--- src/rtl/x_stream_serializer.sv ---
// Parallel-to-serial stimulus source for the Mealy FSM block: takes one word over valid/ready
// and shifts its low `len` bits out MSB-first on `x`, with optional back-to-back replays.
module x_stream_serializer #(
    parameter int   WIDTH      = 8,
    parameter int   CNT_W      = 4,
    parameter logic IDLE_LEVEL = 1'b0
) (
    input  logic             clk,
    input  logic             rst,
    input  logic             in_valid,
    output logic             in_ready,
    input  logic [WIDTH-1:0] in_data,
    input  logic [CNT_W-1:0] in_len,
    input  logic [1:0]       in_repeat,
    output logic             x,
    output logic             busy,
    output logic             frame_start,
    output logic             done
);

    typedef enum logic [1:0] {S_IDLE, S_SHIFT, S_DONE} state_t;

    typedef struct packed {
        logic [WIDTH-1:0] word;
        logic [CNT_W-1:0] len;
        logic [1:0]       rep;
    } req_t;

    state_t           state_q, state_n;
    req_t             req_q, req_n;
    logic [WIDTH-1:0] shreg_q, shreg_n;
    logic [CNT_W-1:0] bit_q, bit_n;
    logic             x_n, busy_n, fs_n, done_n;
    logic [CNT_W-1:0] len_c;
    logic [WIDTH-1:0] aligned;

    assign in_ready = (state_q == S_IDLE) && !rst;

    // The active field is left-justified so the next bit is always at the shift register MSB.
    assign len_c   = (in_len > CNT_W'(WIDTH)) ? CNT_W'(WIDTH) : in_len;
    assign aligned = in_data << (CNT_W'(WIDTH) - len_c);

    always_comb begin
        state_n = state_q;
        req_n   = req_q;
        shreg_n = shreg_q;
        bit_n   = bit_q;
        x_n     = x;
        busy_n  = busy;
        fs_n    = 1'b0;
        done_n  = 1'b0;
        case (state_q)
            S_IDLE: begin
                x_n    = IDLE_LEVEL;
                busy_n = 1'b0;
                if (in_valid) begin
                    if (len_c == '0) begin
                        state_n = S_DONE;
                        done_n  = 1'b1;
                    end else begin
                        state_n = S_SHIFT;
                        req_n   = '{word: aligned, len: len_c, rep: in_repeat};
                        x_n     = aligned[WIDTH-1];
                        shreg_n = aligned << 1;
                        bit_n   = len_c - CNT_W'(1);
                        busy_n  = 1'b1;
                        fs_n    = 1'b1;
                    end
                end
            end
            S_SHIFT: begin
                // bit_q counts bits still to follow the one currently on x.
                if (bit_q != '0) begin
                    x_n     = shreg_q[WIDTH-1];
                    shreg_n = shreg_q << 1;
                    bit_n   = bit_q - CNT_W'(1);
                end else if (req_q.rep != 2'd0) begin
                    req_n.rep = req_q.rep - 2'd1;
                    x_n       = req_q.word[WIDTH-1];
                    shreg_n   = req_q.word << 1;
                    bit_n     = req_q.len - CNT_W'(1);
                    fs_n      = 1'b1;
                end else begin
                    state_n = S_DONE;
                    x_n     = IDLE_LEVEL;
                    busy_n  = 1'b0;
                    done_n  = 1'b1;
                end
            end
            S_DONE: begin
                state_n = S_IDLE;
                x_n     = IDLE_LEVEL;
                busy_n  = 1'b0;
            end
            default: begin
                state_n = S_IDLE;
                x_n     = IDLE_LEVEL;
                busy_n  = 1'b0;
            end
        endcase
    end

    always_ff @(posedge clk) begin
        if (rst) begin
            state_q     <= S_IDLE;
            req_q       <= '0;
            shreg_q     <= '0;
            bit_q       <= '0;
            x           <= IDLE_LEVEL;
            busy        <= 1'b0;
            frame_start <= 1'b0;
            done        <= 1'b0;
        end else begin
            state_q     <= state_n;
            req_q       <= req_n;
            shreg_q     <= shreg_n;
            bit_q       <= bit_n;
            x           <= x_n;
            busy        <= busy_n;
            frame_start <= fs_n;
            done        <= done_n;
        end
    end

endmodule

--- config.mk ---
export PLATFORM = sky130hd
export DESIGN_NAME = x_stream_serializer
export DESIGN_NICKNAME = d
export VERILOG_FILES = /design/src/rtl/x_stream_serializer.sv
export SDC_FILE = /design/constraint.sdc
export NUM_CORES = 1
export LEC_CHECK = 0
export CAP_MARGIN = 40
export CORE_MARGIN = 1
export CORE_UTILIZATION = 45
export CTS_BUF_LIST = sky130_fd_sc_hd__clkbuf_16
export DETAILED_ROUTE_END_ITERATION = 8
export GPL_ROUTABILITY_DRIVEN = 1
export PLACE_DENSITY = 0.72
export SYNTH_ARGS = -nofsm -noshare
export SYNTH_HDL_FRONTEND = slang
export SYNTH_SLANG_ARGS = --single-unit
--- constraint.sdc ---
create_clock -name clk -period 3.89 [get_ports clk]
set_input_delay 0.778 -clock clk [delete_from_list [all_inputs] [get_ports clk]]
set_output_delay 0.778 -clock clk [all_outputs]
set_load 0.005 [all_outputs]
==> results_dict.tcl, run 1 <==
set metrics [dict create \
    drv_cap 0 \
    synth-xor-area-share_pct 1.84 \
    synth_edf_count 0 \
    synth_ff_type "dfxtp_1" \
    tns_ns 0 \
    yosysWarnings 0 \
    cts.path.max_buffers 2 \
    setup_viol 0 \
    vdd_ir_drop_max_uv 181 \
    portBuffers 21 \
    fin_crit_sh_pct 86.1 \
    period_needed_ns 3.35 \
    area_growth_pct 20.2 \
    cts_resized 0 \
    post_cts_buffers 0 \
    worstPathCellList "clkdlybuf4s50_1 -> and2b_4 -> inv_1 -> ha_1 -> nor3b_1 -> nor2b_1 -> or2_1 -> nor2_1 -> a2111oi_0" \
    drt-initial-drc-count 125 \
    drt_pass1_iterations 4 \
    hold_buffers 0 \
    die_h_um 67.1 \
    cts_root_buffer "clkbuf_16" \
    highest-signal-layer "met4" \
    clk_latency_ns 0.28 \
    syn_area_per_cell_um2 8.32 \
    max_freq_mhz 299 \
    drv_slew 0 \
    rows 23 \
    relSlewSlack_pct 52.1 \
    syn_inst 229 \
    diodes 0 \
    path_class "input pin to flop" \
    synth_top_area_cell "dfxtp_1" \
    drive_gt1_share_pct 10.6 \
    seq_area_frac_synth_pct 32.6 \
    antenna_found_initial 0 \
    cts_tree "done" \
    post-route-util_pct 56.8 \
    muxShareOfSynthArea_pct 9.59 \
    start_util_pct 47.3 \
    place_hpwl_um 3230 \
    die_w_um 67.1 \
    drt-wirelength-per-cell_um 15.5 \
    final-hold-violation-count 0 \
    cp.arrival_ns 3.52 \
    die-area_mm2 0.00450 \
    fill_cells 382 \
    drc 0 \
    crit_required_ns 4.06 \
    critPathMaxStageDelay_ns 0.60 \
    final_antenna_net_count 0 \
    p_leak_uw 0.000830 \
    cts_buffers 5 \
    critical_path.endpoint_type "flop" \
    synth_top_family_by_area "simple AND/OR/NAND/NOR gates" \
    critPathTopFamily "simple AND/OR/NAND/NOR gates" \
    synthTopCellsByArea "dfxtp_1 (33%), a21oi_1 (5.3%), nand2_1 (4.9%), mux4_1 (4.1%), mux2i_1 (3.7%)" \
    cts.clk_slew.worst_paths_ns 0.05 \
    status "finished, final reports clean" \
    synth-compound-area-share_pct 22.1 \
    cp-start-kind "input pin" \
    nNetsFinal 264 \
    globalplace.congestion 0.895 \
    synth-simple-area-share_pct 24.9 \
    drt-met1-wl_um 2110 \
    ys_types 54 \
    rsz0062_at_grt "no" \
    h-tree-depth 2 \
    wl_met3_um 257 \
    slowest_stage "nor2b_1" \
    viasPerCell 5.91 \
    wl_met2_um 2090 \
    grt_max_degree 27 \
    synth_top_area_share_pct 32.6 \
    grt_pass1_wl_um 7430 \
    skew_ns 0.00712 \
    gr-total-overflow 0 \
    hold_class "flop to flop" \
    core_mm2 0.00403 \
    grt.total_usage_pct 22.6 \
    netlist_area_mm2 0.00190 \
    cts.sinks 31 \
    synth_nets 249 \
    synth_fa_ha_area_share_pct 1.97 \
    finalWirelength_um 4570 \
    ios 22 \
    synth_async_sr_flop_share_pct 0 \
    crit_buf_inv 2 \
    critPathMaxFanout 11 \
    grt_pass1_vias 1587 \
    synth-seq-cells 31 \
    vias 1744 \
    worst_pin_slew_ns 0.717 \
    p_per_area_mw_per_mm2 499 \
]
## through the flow
step	cell area (um^2)	std cells	hold slack [ns]	setup WS [ns]	total power (uW)
floorplan	1900	229	0.431	1.06	616
global placement	2130	287	0.441	0.360	702
detailed placement	2130	287	0.443	0.271	705
CTS	2290	295	0.450	0.557	1140
global route	2290	295	0.467	0.311	1200
finish	2290	295	0.450	0.540	1140
## worst min-delay path: cells and delay by family (launching register included)
kind            cells  cell delay, ns
compound gates      1            0.05
simple gates        1            0.05
flops               1            0.30
## flip-flops by register name, indices dropped and copies added, names as in the netlist
| signal | count |
|---|---|
| bit_q | 4 |
| busy | 1 |
| done | 1 |
| frame_start | 1 |
| req_q | 14 |
| shreg_q | 7 |
| state_q | 2 |
| x | 1 |
## cell families after synthesis
logic type                 count (synthesis)
buffers and inverters                     28
adders and majority gates                  3
muxes                                     12
xor gates and xnor gates                   4
DFF                                       31
and+or+nand+nor                           87
AOI/OAI and AO/OA                         64
## routing by layer
layer / GRT usage [%] / vias up
li1: - / 870
met1: 28.5 / 812
met2: 35.6 / 51
met3: 5.31 / 11
met4: 10.9 / 0
met5: 0 / -
## path summary, 6_finish.rpt
| path | from | endpoint | slack [ns] | depth (start not counted) |
|---|---|---|---|---|
| hold / removal | req_q[2]$_SDFFE_PP0N_ | req_q[2]$_SDFFE_PP0N_ | 0.45 | 2 |
| setup / recovery | in_len[0] | shreg_q[6]$_SDFFE_PP0P_ | 0.54 | 9 |
| setup reg to reg | state_q[0]$_SDFFE_PP0P_ | shreg_q[6]$_SDFFE_PP0P_ | 1.58 | 6 |
| hold reg to reg | req_q[2]$_SDFFE_PP0N_ | req_q[2]$_SDFFE_PP0N_ | 0.45 | 2 |
## Yosys cell counts, types with 3 or more instances
cell type and count:
a22oi_1 3, buf_2 9, mux2i_1 7, o21ai_0 10
nand2_1 25, a21oi_1 20, nor2_1 16, nor2b_1 3
mux4_1 3, dfxtp_1 31, nor3_1 5, a31oi_1 3
nand2b_1 4, a211oi_1 7, clkbuf_1 9, nand3_1 9
a32oi_1 3, ha_1 3, xor2_1 3, nor3b_1 8
inv_1 8
## cell type report
type                       instances  area [um^2]  share of cell area (%)
clock buffer                       5          125                    5.46
clock inverter                     3         38.8                    1.69
inverter                           8         30.0                    1.31
multi-input combinational        170         1150                    50.2
sequential                        31          621                    27.1
tap                               50         62.6                    2.73
timing repair buffer              28          263                    11.5
## report_power, final
group	internal, uW	leakage (uW)	switching, uW
combinational	135	0.000495	179
sequential	358	0.000254	31.7
clock	298	0.0000812	142
## cells in the final DEF, fill, tap and decap left out, drive strengths merged, types with 2 or more instances in the layout
cell,Yosys,layout
dfxtp,31,31
nand2,25,25
clkdlybuf4s50,0,21
a21oi,21,21
nor2,17,17
o21ai,10,10
nand3,9,9
nor3b,8,8
inv,8,8
mux2i,7,7
a211oi,7,7
buf,10,7
nor3,5,5
clkbuf,10,5
nand2b,5,5
mux4,4,4
a22oi,3,3
nor2b,3,3
a31oi,3,3
a32oi,3,3
xor2,3,3
ha,3,3
nor4,3,3
or4b,2,2
nand3b,2,2
o221ai,2,2
o21bai,2,2
a32o,2,2
a311oi,2,2
a31o,2,2
and2,2,2
a21boi,2,2
clkinv,0,2
No activity file was read; power rests on OpenSTA's default activity.
==> inputs of run 2 (changes only) <==
--- a/config.mk
+++ b/config.mk
@@ -11,7 +11,7 @@
 export CTS_BUF_LIST = sky130_fd_sc_hd__clkbuf_16
 export DETAILED_ROUTE_END_ITERATION = 8
 export GPL_ROUTABILITY_DRIVEN = 1
-export PLACE_DENSITY = 0.72
+export PLACE_DENSITY = 0.66
 export SYNTH_ARGS = -nofsm -noshare
 export SYNTH_HDL_FRONTEND = slang
 export SYNTH_SLANG_ARGS = --single-unit
==> run 2 against run 1 <==
  * Clock skew fell by 0.0034 ns
  * Via count shrank 1.9%
  * Combinational power up 1%
  * Total power is 7.1% lower
  * Worst hold slack better by 0.0084 ns
  * Routed wire length up 0.92%
  * Critical path depth stayed put
  * Clock-buffer cell count is the same
  * Critical path type unchanged
  * Largest cell class unchanged
==> results_dict.tcl, run 2 (synthesis results as in run 1) <==
set metrics [dict create \
    relSlewSlack_pct 53.3 \
    grt_pass1_vias 1575 \
    grt_pass1_wl_um 7720 \
    area_growth_pct 18.4 \
    cts.path.max_buffers 2 \
    hold_class "flop to flop" \
    cts_root_buffer "clkbuf_16" \
    final_common_cell "dfxtp_1" \
    top_regs "req_q (14), shreg_q (7), bit_q (4)" \
    drive_gt1_share_pct 9.88 \
    crit_required_ns 4.02 \
    p_per_area_mw_per_mm2 471 \
    finalWirelength_um 4610 \
    cts.sinks 31 \
    drt-wirelength-per-cell_um 15.7 \
    top_register "req_q" \
    crit_end "shreg_q[1]$_SDFFE_PP0P_" \
    critical_path.endpoint_type "flop" \
    skew_ns 0.00374 \
    drv_slew 0 \
    start_util_pct 47.3 \
    cts_resized 0 \
    diodes 0 \
    tns_ns 0 \
    nNetsFinal 264 \
    reg2regPathDepth 5 \
    globalplace.congestion 0.948 \
    status "finished, final reports clean" \
    final_antenna_net_count 0 \
    cp.arrival_ns 3.47 \
    drv_cap 0 \
    drc 0 \
    final-hold-violation-count 0 \
    setup_viol 0 \
    drt_pass1_iterations 5 \
    fin_crit_sh_pct 85.8 \
    die_w_um 67.1 \
    vdd_ir_drop_max_uv 163 \
    hold_buffers 0 \
    r2r_slack_ns 1.70 \
    worst_slack_ns 0.553 \
    path_class "input pin to flop" \
    die_h_um 67.1 \
    h-tree-depth 2 \
    final_cell_mix "dfxtp_1 (31), nand2_1 (25), clkdlybuf4s50_1 (21)" \
    p_leak_uw 0.000816 \
    portBuffers 21 \
    worst_pin_slew_ns 0.698 \
    max_freq_mhz 300 \
    dp_slack_ns 0.314 \
    largest_reg_flops 14 \
    timing.rr.end "bit_q[1]$_SDFFE_PP0P_" \
    viasPerCell 5.84 \
    reg2reg_from "state_q[1]$_SDFFE_PP0P_" \
    cts_tree "done" \
    core_mm2 0.00403 \
    clk_latency_ns 0.27 \
    rsz0062_at_grt "no" \
    cts_buffers 5 \
    cp-start-kind "input pin" \
    die-area_mm2 0.00450 \
    gr-total-overflow 0 \
    cp-startpoint "in_len[0]" \
    antenna_found_initial 0 \
    period_needed_ns 3.34 \
    ios 22 \
    vias 1711 \
    critPathMaxFanout 11 \
    place_hpwl_um 3340 \
    grt.total_usage_pct 23.4 \
    cts.clk_slew.worst_paths_ns 0.05 \
    grt_max_degree 27 \
    rows 23 \
    post_cts_buffers 0 \
    drt-initial-drc-count 79 \
]
## run 2: through the flow
step                      power (uW)  util (%)  instance area (um^2)  hold WS, ns  std cells
final                           1060      56.0                  2250        0.459        293
after global routing            1120      56.0                  2250        0.483        293
after CTS                       1060      56.0                  2250        0.456        293
after detailed placement         708      52.8                  2130        0.449        287
after global placement           708      52.8                  2130        0.446        287
after floorplan                  616         -                  1900        0.431        229
## run 2: worst min-delay path by stage
stage                                from               endpoint  slack [ns]  cells after the start
global placement    req_q[8]$_SDFFE_PP0N_  req_q[8]$_SDFFE_PP0N_        0.45                      2
floorplan           req_q[2]$_SDFFE_PP0N_  req_q[2]$_SDFFE_PP0N_        0.43                      2
global route        req_q[6]$_SDFFE_PP0N_  req_q[6]$_SDFFE_PP0N_        0.48                      2
finish              req_q[7]$_SDFFE_PP0N_  req_q[7]$_SDFFE_PP0N_        0.46                      2
detailed placement  req_q[7]$_SDFFE_PP0N_  req_q[7]$_SDFFE_PP0N_        0.45                      2
CTS                 req_q[7]$_SDFFE_PP0N_  req_q[7]$_SDFFE_PP0N_        0.46                      2
## run 2: critical path, stage by stage
cell	delay [ns]
clkdlybuf4s50_1	0.49
and2b_4	0.27
inv_1	0.14
ha_1	0.39
nor3b_1	0.48
nor2b_1	0.22
or2_1	0.42
o221ai_1	0.23
a21oi_1	0.06
## run 2: per-layer routing
metal,global-route usage (%),routed length (um)
met1,30.6,2240
met2,36.4,2090
met3,4.62,174
met4,10.9,100
met5,0,0
## run 2: cell type report
type                       count  area [um^2]
clock buffer                   5          125
clock inverter                 1         3.75
fill                         390         1770
inverter                       8         30.0
multi-input combinational    170         1150
sequential                    31          621
tap                           50         62.6
timing repair buffer          28          263
## run 2: power breakdown
group          total [uW]  switching (uW)  leakage [uW]  internal (uW)
clock network         353             127     0.0000669            226
logic                 318             182      0.000495            136
registers             391            32.5      0.000254            358
